<file path="config.mk">
export PLATFORM = sky130hd
export DESIGN_NAME = eda_region_sched
export DESIGN_NICKNAME = d
export VERILOG_FILES = /design/src/rtl/eda_region_sched.sv
export SDC_FILE = /design/constraint.sdc
export NUM_CORES = 1
export LEC_CHECK = 0
export ABC_AREA = 1
export ABC_CLOCK_PERIOD_IN_PS = 2200
export CAP_MARGIN = 20
export CORE_MARGIN = 8
export CORE_UTILIZATION = 34
export DETAILED_ROUTE_END_ITERATION = 8
export HOLD_SLACK_MARGIN = 0.03
export PLACE_DENSITY = 0.79
export SYNTH_ARGS = -nofsm -noshare
export SYNTH_HDL_FRONTEND = slang
export SYNTH_SLANG_ARGS = --single-unit
export TNS_END_PERCENT = 100
</file>
<file path="constraint.sdc">
create_clock -name clk -period 2.2 [get_ports clk]
set_clock_uncertainty 0.05 [all_clocks]
set_input_delay 0.33 -clock clk [delete_from_list [all_inputs] [get_ports clk]]
set_output_delay 0.33 -clock clk [all_outputs]
set_load 0.02 [all_outputs]
</file>
<file path="src/rtl/eda_region_sched.sv">
// eda_region_sched: controller that walks an image for regional-max labelling.
// It either seeds a new region from the raster iterator or extends the current
// region by popping one neighbour FIFO. When the image is finished or the
// traversal is abandoned, it clears the label RAM for CLEAR_CYCLES cycles.
//
// Ports
//   clk, reset_n              : clock; asynchronous active-low reset
//   start, abort              : traversal control
//   iterated_all              : raster iterator has run out of pixels
//   fifo_empty/push_positions : per-FIFO empty flags and this cycle's pushes
//   data_out                  : FIFO head addresses, FIFO k at [k*ADDR_WIDTH +: ADDR_WIDTH]
//   next_row/next_col         : next raster pixel
//   new_pixel, read_en, update_strb, pre_center_addr : combinational issue outputs
//   center_addr               : registered copy of the last issued address
//   clear, busy, done         : decoded from the registered state
//   region_cnt                : regions seeded in the current image (saturates)

// One lane per FIFO. A lane passes its head address only while it is granted,
// so the grant mux reduces to an OR across all lanes.
module eda_region_sched_lane #(
  parameter int ADDR_WIDTH = 16
) (
  input  logic                  sel,
  input  logic [ADDR_WIDTH-1:0] head,
  output logic [ADDR_WIDTH-1:0] head_gated
);
  assign head_gated = {ADDR_WIDTH{sel}} & head;
endmodule

module eda_region_sched #(
  parameter int I_WIDTH      = 8,
  parameter int J_WIDTH      = 8,
  parameter int ADDR_WIDTH   = I_WIDTH + J_WIDTH,
  parameter int NUM_FIFO     = 8,
  parameter int ARB_MODE     = 0,
  parameter int CLEAR_CYCLES = 4,
  parameter int CNT_WIDTH    = 16
) (
  input  logic                         clk,
  input  logic                         reset_n,
  input  logic                         start,
  input  logic                         abort,
  input  logic                         iterated_all,
  input  logic [NUM_FIFO-1:0]          fifo_empty,
  input  logic [NUM_FIFO-1:0]          push_positions,
  input  logic [NUM_FIFO*ADDR_WIDTH-1:0] data_out,
  input  logic [I_WIDTH-1:0]           next_row,
  input  logic [J_WIDTH-1:0]           next_col,
  output logic                         new_pixel,
  output logic [NUM_FIFO-1:0]          read_en,
  output logic                         update_strb,
  output logic [ADDR_WIDTH-1:0]        pre_center_addr,
  output logic [ADDR_WIDTH-1:0]        center_addr,
  output logic                         clear,
  output logic                         busy,
  output logic                         done,
  output logic [CNT_WIDTH-1:0]         region_cnt
);
  localparam int PTR_W = (NUM_FIFO > 1) ? $clog2(NUM_FIFO) : 1;
  localparam int CLR_W = (CLEAR_CYCLES > 1) ? $clog2(CLEAR_CYCLES) : 1;

  typedef enum logic [1:0] {S_IDLE, S_RUN, S_CLEAR, S_DONE} state_t;

  state_t                              state, state_nxt;
  logic                                ret_done, ret_done_nxt;  // leave CLEAR to DONE (1) or IDLE (0)
  logic [CLR_W-1:0]                    clr_cnt, clr_cnt_nxt;
  logic [PTR_W-1:0]                    rr_ptr;
  logic [PTR_W-1:0]                    grant;
  logic [NUM_FIFO-1:0]                 grant_oh;
  logic [NUM_FIFO-1:0][ADDR_WIDTH-1:0] heads, heads_gated;
  logic [ADDR_WIDTH-1:0]               head_sel;
  logic                                check_next, any_avail, run_ok, seed, extend, cnt_clr;

  assign heads = data_out;

  // The grant is only used when at least one FIFO is non-empty.
  // In both loops the last write wins. Walking the offsets downward leaves
  // the nearest FIFO at or above rr_ptr as the final winner.
  always_comb begin
    grant = '0;
    if (ARB_MODE == 0) begin
      for (int k = 0; k < NUM_FIFO; k++)
        if (!fifo_empty[k]) grant = PTR_W'(k);
    end else begin
      for (int off = NUM_FIFO - 1; off >= 0; off--)
        if (!fifo_empty[(int'(rr_ptr) + off) % NUM_FIFO])
          grant = PTR_W'((int'(rr_ptr) + off) % NUM_FIFO);
    end
    grant_oh        = '0;
    grant_oh[grant] = 1'b1;
  end

  assign check_next = (push_positions == '0) && (&fifo_empty);
  assign any_avail  = ~&fifo_empty;
  // abort and iterated_all take priority over issuing a pixel in the same cycle
  assign run_ok     = (state == S_RUN) && !abort && !iterated_all;
  assign seed       = run_ok && check_next;
  // With pushes in flight and every FIFO empty, neither case applies: the cycle is a bubble
  assign extend     = run_ok && !check_next && any_avail;

  assign read_en     = extend ? grant_oh : '0;
  assign new_pixel   = seed | extend;
  assign update_strb = seed;

  for (genvar k = 0; k < NUM_FIFO; k++) begin : g_lane
    eda_region_sched_lane #(.ADDR_WIDTH(ADDR_WIDTH)) u_lane (
      .sel        (read_en[k]),
      .head       (heads[k]),
      .head_gated (heads_gated[k])
    );
  end

  always_comb begin
    head_sel = '0;
    for (int k = 0; k < NUM_FIFO; k++) head_sel |= heads_gated[k];
  end

  // head_sel is already zero unless this is an extend cycle
  assign pre_center_addr = seed ? {next_row, next_col} : head_sel;

  always_comb begin
    state_nxt    = state;
    ret_done_nxt = ret_done;
    clr_cnt_nxt  = clr_cnt;
    case (state)
      S_IDLE: if (start) state_nxt = S_RUN;
      S_RUN: begin
        if (abort) begin
          state_nxt = S_CLEAR; ret_done_nxt = 1'b0; clr_cnt_nxt = '0;
        end else if (iterated_all) begin
          state_nxt = S_CLEAR; ret_done_nxt = 1'b1; clr_cnt_nxt = '0;
        end
      end
      S_CLEAR: begin
        if (clr_cnt == CLR_W'(CLEAR_CYCLES - 1)) begin
          state_nxt   = ret_done ? S_DONE : S_IDLE;
          clr_cnt_nxt = '0;
        end else begin
          clr_cnt_nxt = clr_cnt + 1'b1;
        end
      end
      S_DONE: begin
        if (start)      state_nxt = S_RUN;
        else if (abort) state_nxt = S_IDLE;
      end
      default: state_nxt = S_IDLE;
    endcase
  end

  assign cnt_clr = ((state == S_IDLE) || (state == S_DONE)) && start;

  always_ff @(posedge clk or negedge reset_n) begin
    if (!reset_n) begin
      state       <= S_IDLE;
      ret_done    <= 1'b0;
      clr_cnt     <= '0;
      rr_ptr      <= '0;
      center_addr <= '0;
      region_cnt  <= '0;
    end else begin
      state    <= state_nxt;
      ret_done <= ret_done_nxt;
      clr_cnt  <= clr_cnt_nxt;
      if (new_pixel) center_addr <= pre_center_addr;
      if (cnt_clr)                        region_cnt <= '0;
      else if (seed && region_cnt != '1)  region_cnt <= region_cnt + 1'b1;
      if (ARB_MODE != 0 && extend)
        rr_ptr <= (grant == PTR_W'(NUM_FIFO - 1)) ? '0 : grant + 1'b1;
    end
  end

  assign clear = (state == S_CLEAR);
  assign busy  = (state == S_RUN) || (state == S_CLEAR);
  assign done  = (state == S_DONE);
endmodule

</file>
==> flow_summary.json <==
{
  "grt_setup_unrepaired": "true",
  "crit_required_ns": 1.82,
  "synth-edff-count": 0,
  "slew_headroom": 0.7133,
  "status": "finished with violations",
  "ys_warn_count": 0,
  "via_per_inst": 5.040,
  "synth_seq_area_share": 0.2630,
  "gr-usage-all-layers": 0.2370,
  "path_clk_slew_ns": 0.08,
  "cts_buffer_depth": 2,
  "cp_slowest_cell": "dfrtp_1",
  "grt-ovfl-total": 0,
  "first_pass_iters": 5,
  "slew_violations": 0,
  "final_cells": 1006,
  "min_period_ns": 2.649,
  "leakagePower_nw": 3.375,
  "slowest_delay_ns": 0.40,
  "synth_top_area_frac": 0.2630,
  "layout-drive-gt1-share": 0.2161,
  "antenna_found_initial": 0,
  "worst_slack_ns": -0.4487,
  "wirelength_mm": 17.15,
  "min_period_over_period": 1.204,
  "drc_errors": 0,
  "coreArea_um2": 10180,
  "place_inst": 984,
  "maxCapViolations": 0,
  "grt_max_degree": 36,
  "setup_viol": 24,
  "cts_sinks": 37,
  "end_kind": "output pin",
  "crit_path_cell_trace": "inv_2 -> ha_4 -> inv_2 -> nor3_4 -> buf_4 -> nand3_4 -> nor2_4 -> buf_12 -> nand3_1 -> nand2_1 -> nor2_1 -> nand3_2 -> buf_2",
  "final.fill_count": 879,
  "wl_per_cell_um": 17.05,
  "crit_type": "register to output pin",
  "fin_area_um2": 6907,
  "io_pins": 226,
  "yosysMostFrequentCell": "nand2_1",
  "max_slew.worst_pin.slew_ns": 0.4268,
  "rows": 37,
  "final_util": 0.6781,
  "syn_area_um2": 3521,
  "detailedPlace.worstSlack_ns": -0.9107,
  "syn_to_final_growth_pct": 96.16,
  "cpMostUsedCell": "inv_2",
  "htreeDepth": 2,
  "peakVddDrop_mv": 0.3862,
  "netlist_top_cells_count": "154 x nand2_1, 110 x nand3_1, 73 x nor2_1",
  "grt_pass1_vias": 5436,
  "critPathLaunchType": "register",
  "antennaDiodeCount": 0,
  "cts_tree": "yes",
  "grt_pass1_wl_mm": 26.86,
  "min_path_type": "input port to asynchronous set/reset pin",
  "cp_data_arrival_time_ns": 2.27,
  "numCtsBuffers": 5,
  "cp_max_fo": 20,
  "synth.distinct_cells": 32,
  "initial_core_util": 0.3457,
  "routed-via-count": 5070,
  "die_width_um": 117.8,
  "reg2reg_from": "state[1]$_DFFE_PN0P_",
  "fmax_mhz": 377.5,
  "cts-root-buf": "clkbuf_8",
  "synth.area.top_cells": "dfrtp_1 26%, nand2_1 16%, nand3_1 16%",
  "postPlaceCellArea_um2": 6540,
  "nets": 1041,
  "violations": "setup timing",
  "dieArea_um2": 13870,
  "power.density_nw_per_um2": 559.8,
  "port-buffer-count": 225,
  "die_h_um": 117.8,
  "synth_top_area_cell": "dfrtp_1",
  "async_flop_share": 1.000,
  "netlist_instances": 578,
  "synth_flop_cell": "dfrtp_1",
  "synth.net_count": 750,
  "clk_latency_ns": 0.29,
  "dp_hpwl_mm": 13.94,
  "synth_seq_cells": 37,
  "syn_avg_cell_area_um2": 6.091,
  "startpoint": "state[1]$_DFFE_PN0P_",
  "gp_congestion": 0.9546,
  "finalHoldViolCount": 0,
  "ant_nets": 0,
  "drt_iter0_markers": 377
}
worst max-delay path: cells and delay by family (launching register included):
kind                       cells  cell delay [ns]
DFF                            1             0.40
and+or+nand+nor                7             0.79
adders and majority gates      1             0.13
buffers and inverters          5             0.65
repair_timing:
item,in CTS,in global routing
setup buffers,10,3
hold buffers,1,0
gates cloned,2,1
endpoints found under the hold margin,15,0
setup endpoints to repair,37,35
gates resized for setup,170,33
pin swaps,10,2
final timing paths:
kind / to / slack (ns) / cells after the start
worst max-delay path: pre_center_addr[8] / -0.45 / 13
worst min-delay path: center_addr[2]$_DFFE_PN0P_ / 0.45 / 2
worst max register to register: region_cnt[9]$_DFFE_PN0P_ / 0 / 15
worst min register to register: center_addr[10]$_DFFE_PN0P_ / 0.49 / 2
max in group asynchronous: region_cnt[10]$_DFFE_PN0P_ / 1.11 / 3
min in group clk: center_addr[10]$_DFFE_PN0P_ / 0.49 / 2
final cells by class:
cell class	count	area, µm²	share of cell area
repair buffers	316	3090	0.4475
multi-input cells	445	2390	0.3460
flip-flops and latches	37	925.9	0.1341
inverters	64	244.0	0.03533
well taps	136	170.2	0.02464
clock buffers	5	68.82	0.009964
clock inverters	3	17.52	0.002536
sequential cells by signal (all words and copies together) (netlist names):
signal	cells
clr_cnt	2
state	2
center_addr	16
region_cnt	16
ret_done	1
stage by stage:
| step | hold slack (ns) | TNS (ns) | total power [mW] |
|---|---|---|---|
| 2_1_floorplan | -0.01559 | -0.05525 | 2.068 |
| 3_3_place_gp | 0.2325 | -21.08 | 3.195 |
| 3_5_place_dp | 0.2323 | -23.95 | 3.242 |
| 4_1_cts | 0.4531 | -7.005 | 3.781 |
| 5_1_grt | 0.4881 | -10.77 | 4.109 |
| 6_report | 0.4479 | -7.859 | 3.866 |
where the power goes:
part	switching [mW]	internal, mW
registers	0.137	0.887
clock network	0.260	0.219
logic	1.18	1.18
total	1.58	2.29
placed cells by master (no fill, tap or decap), types with 2 or more instances in the layout:
cell type        netlist  routed
ha_1                   7       6
nor3_1                 7       6
nand3_1              110      93
nor2_2                 4      15
dfrtp_1               37      37
o31ai_1                5       5
nand3_2                1      17
o21ai_0               11       9
nand2_8                0       3
nor2_1                73      59
nand2_4                4       2
a21oi_2                0       2
inv_1                 54      51
clkinv_2               0       5
buf_6                  2      24
nor3_4                 1       2
clkdlybuf4s50_1        0     196
xor2_1                 8       8
nor2_4                 3       6
inv_2                  1       5
nand2_1              154     149
nand4_1               40      40
clkbuf_8               0       5
buf_2                 11       3
buf_12                 0       9
clkinv_1               9       5
a21oi_1                8       6
o21ai_1                0       2
nand2_2                1       5
buf_4                  9      78
dlygate4sd2_1          0       2
kinds of logic (layout without fill, tap and decap cells):
kind of cell / count (synthesis) / in the layout / share of synthesized area
compound gates: 29 / 29 / 0.04833
xor+xnor: 8 / 8 / 0.01990
fa+ha+maj: 7 / 7 / 0.02487
buf+inv: 96 / 388 / 0.1201
flops: 37 / 37 / 0.2630
simple gates: 401 / 401 / 0.5238
routing by layer:
layer | wire length (µm) | vias to the layer above | global-route usage
met3 | 1421 | 45 | 0.07194
met1 | 6289 | 2320 | 0.2414
met2 | 8752 | 232 | 0.4384
li1 | - | 2473 | -
met4 | 687 | 0 | 0.1009
met5 | 0 | - | 0
(Power assumes the default switching activity.)
==> patch (same settings) <==
`J_WIDTH`: 8 -> 7.
--- a/src/rtl/eda_region_sched.sv
+++ b/src/rtl/eda_region_sched.sv
@@ -29,7 +29,7 @@
 
 module eda_region_sched #(
   parameter int I_WIDTH      = 8,
-  parameter int J_WIDTH      = 8,
+  parameter int J_WIDTH      = 7,
   parameter int ADDR_WIDTH   = I_WIDTH + J_WIDTH,
   parameter int NUM_FIFO     = 8,
   parameter int ARB_MODE     = 0,
Interface: changed (resized center_addr, data_out, next_col and pre_center_addr); port bits go from 226 to 215. The function was not compared with the original's and may differ.
==> patch against the unedited design <==
- the run still ends with negative setup slack left
- design area up 5.8%
- synthesized area decreased by 2.9%
- routed wire length grew 17%
- sequential cell count is 1 lower
- setup slack worse by 30 ps
- power increased by 3.8%
- sequential power decreased by 5%
- synthesized cell count is 2.8% lower
- first-iteration DRC count is 49% higher
- non-clock buffer count grew 11
- via count rose by 6.0%
- global-route usage is 3.7 points higher
- final cell count shrank 0.70%
==> patch: results (changes against the unedited design) <==
metric	value	unit	change
run status	complete, but fails checks		
failing checks	negative setup slack		
worst path arrival time	2300	ps	+30 ps
drt via density	5.38		+6.8%
Area contributors post-synth	dfrtp_1 26%, nand2_1 16%, nand3_1 16%		
critical path peak fanout	16		-20%
H-tree depth	2		unchanged
routed len/inst	20.1	microns	+18%
clk_lat worst skew	310	ps	+20 ps
Seq. pwr	0.968	mW	-5%
setup slack after layout	-479	ps	-29.9 ps
first-pass GRT wire length	28900	microns	+7.5%
Synth top cells by count	148 x nand2_1, 108 x nand3_1, 70 x nor2_1		
Worst Max-Slew Pin Slew	888	ps	+461 ps
Cells after DPL	953		-3.2%
worst slack at placement	-842	ps	+68.7 ps
Synth Area in XOR/XNOR	1.54	%	-0.45 points
final setup fails	32		+33%
final net count	1027		-1.3%
gr usage total	27.4	%	+3.7 points
initial antenna violation count	1		+1
layout cells sized above 1	32.8	%	+11 points
largest net degree at the start of global routing	37		+2.8%
Clk power	0.615	mW	+28%
Syn Nets	725		-3.3%
# port buffers	214		-4.9%
hpwl dp	14200	microns	+2.2%
slowest cell on the critical path	dfrtp_1		
Peak VDD IR	0.764	mV	+98%
Net Sw Frac	40.1	%	-0.73 points
Compound-Gate Fraction of Synth Area	5.05	%	+0.22 points
Syn Inst Count	562		-2.8%
DR vias	5375		+6.0%
area share of fa/ha/maj cells after synthesis	2.56	%	+0.076 points
routability congestion estimate	1.01		+5.6%
sequential share of the synthesized area	26.4	%	+0.067 points
Regs by FF count	region_cnt (16), center_addr (15)		
Worst Hold Class	in -> async		
reported net switching power	1.61	mW	+1.9%
[patch: changes by cell type after synthesis, sizes merged, moves of 3 or more]
cell / delta
nand2: -6
nand3: -3
nor2: -6
o21ai: +3
[patch: metal layers]
layer / vias up / wire [microns] / track usage, %
met3: 89 / 2110 / 7.86
met2: 315 / 10100 / 49.8
met4: 0 / 1070 / 14.7
li1: 2451 / - / -
met1: 2520 / 6820 / 28.0
met5: - / 0 / 0
[patch: what timing repair did]
action,4_1_cts,5_1_grt
setup endpoints to repair,27,47
buffers inserted,30,10
pin swaps,60,19
resized for setup,225,87
cloned,2,1
[patch: worst paths after layout]
kind,startpoint,to,slack (ps),depth (start not counted)
max,state[1],pre_center_addr[10],-480,14
min,reset_n,region_cnt[9],90,1
max reg2reg,state[1],center_addr[1],-150,16
min reg2reg,clr_cnt[1],clr_cnt[1],480,2
max in group asynchronous,reset_n,center_addr[4],1440,1
min in group clk,clr_cnt[1],clr_cnt[1],480,2
[patch: layout make-up]
cell class / count / area [sq um]
Antenna cell: 1 / 2.50
Multi-Input combinational cell: 431 / 2600
Fill cell: 670 / 2470
Clock inverter: 3 / 42.5
Tap cell: 133 / 166
Inverter: 63 / 249
Timing Repair Buffer: 327 / 3280
Clock buffer: 5 / 68.8
Sequential cell: 36 / 901
[patch: cell families after synthesis]
group / after synthesis
and+or+nand+nor: 389
buffers and inverters: 95
DFF: 36
AOI/OAI and AO/OA: 29
adders and majority gates: 7
xor gates and xnor gates: 6
[patch: stage by stage]
| step | cell area [sq um] | hold slack, ps | setup TNS (ps) |
|---|---|---|---|
| floorplan | 3520 | -15.6 | 0 |
| global placement | 6300 | 441 | -17530 |
| detailed placement | 6300 | 459 | -19560 |
| CTS | 6980 | 114 | -6990 |
| global route | 7310 | 141 | -13040 |
| finish | 7310 | 90.5 | -8980 |
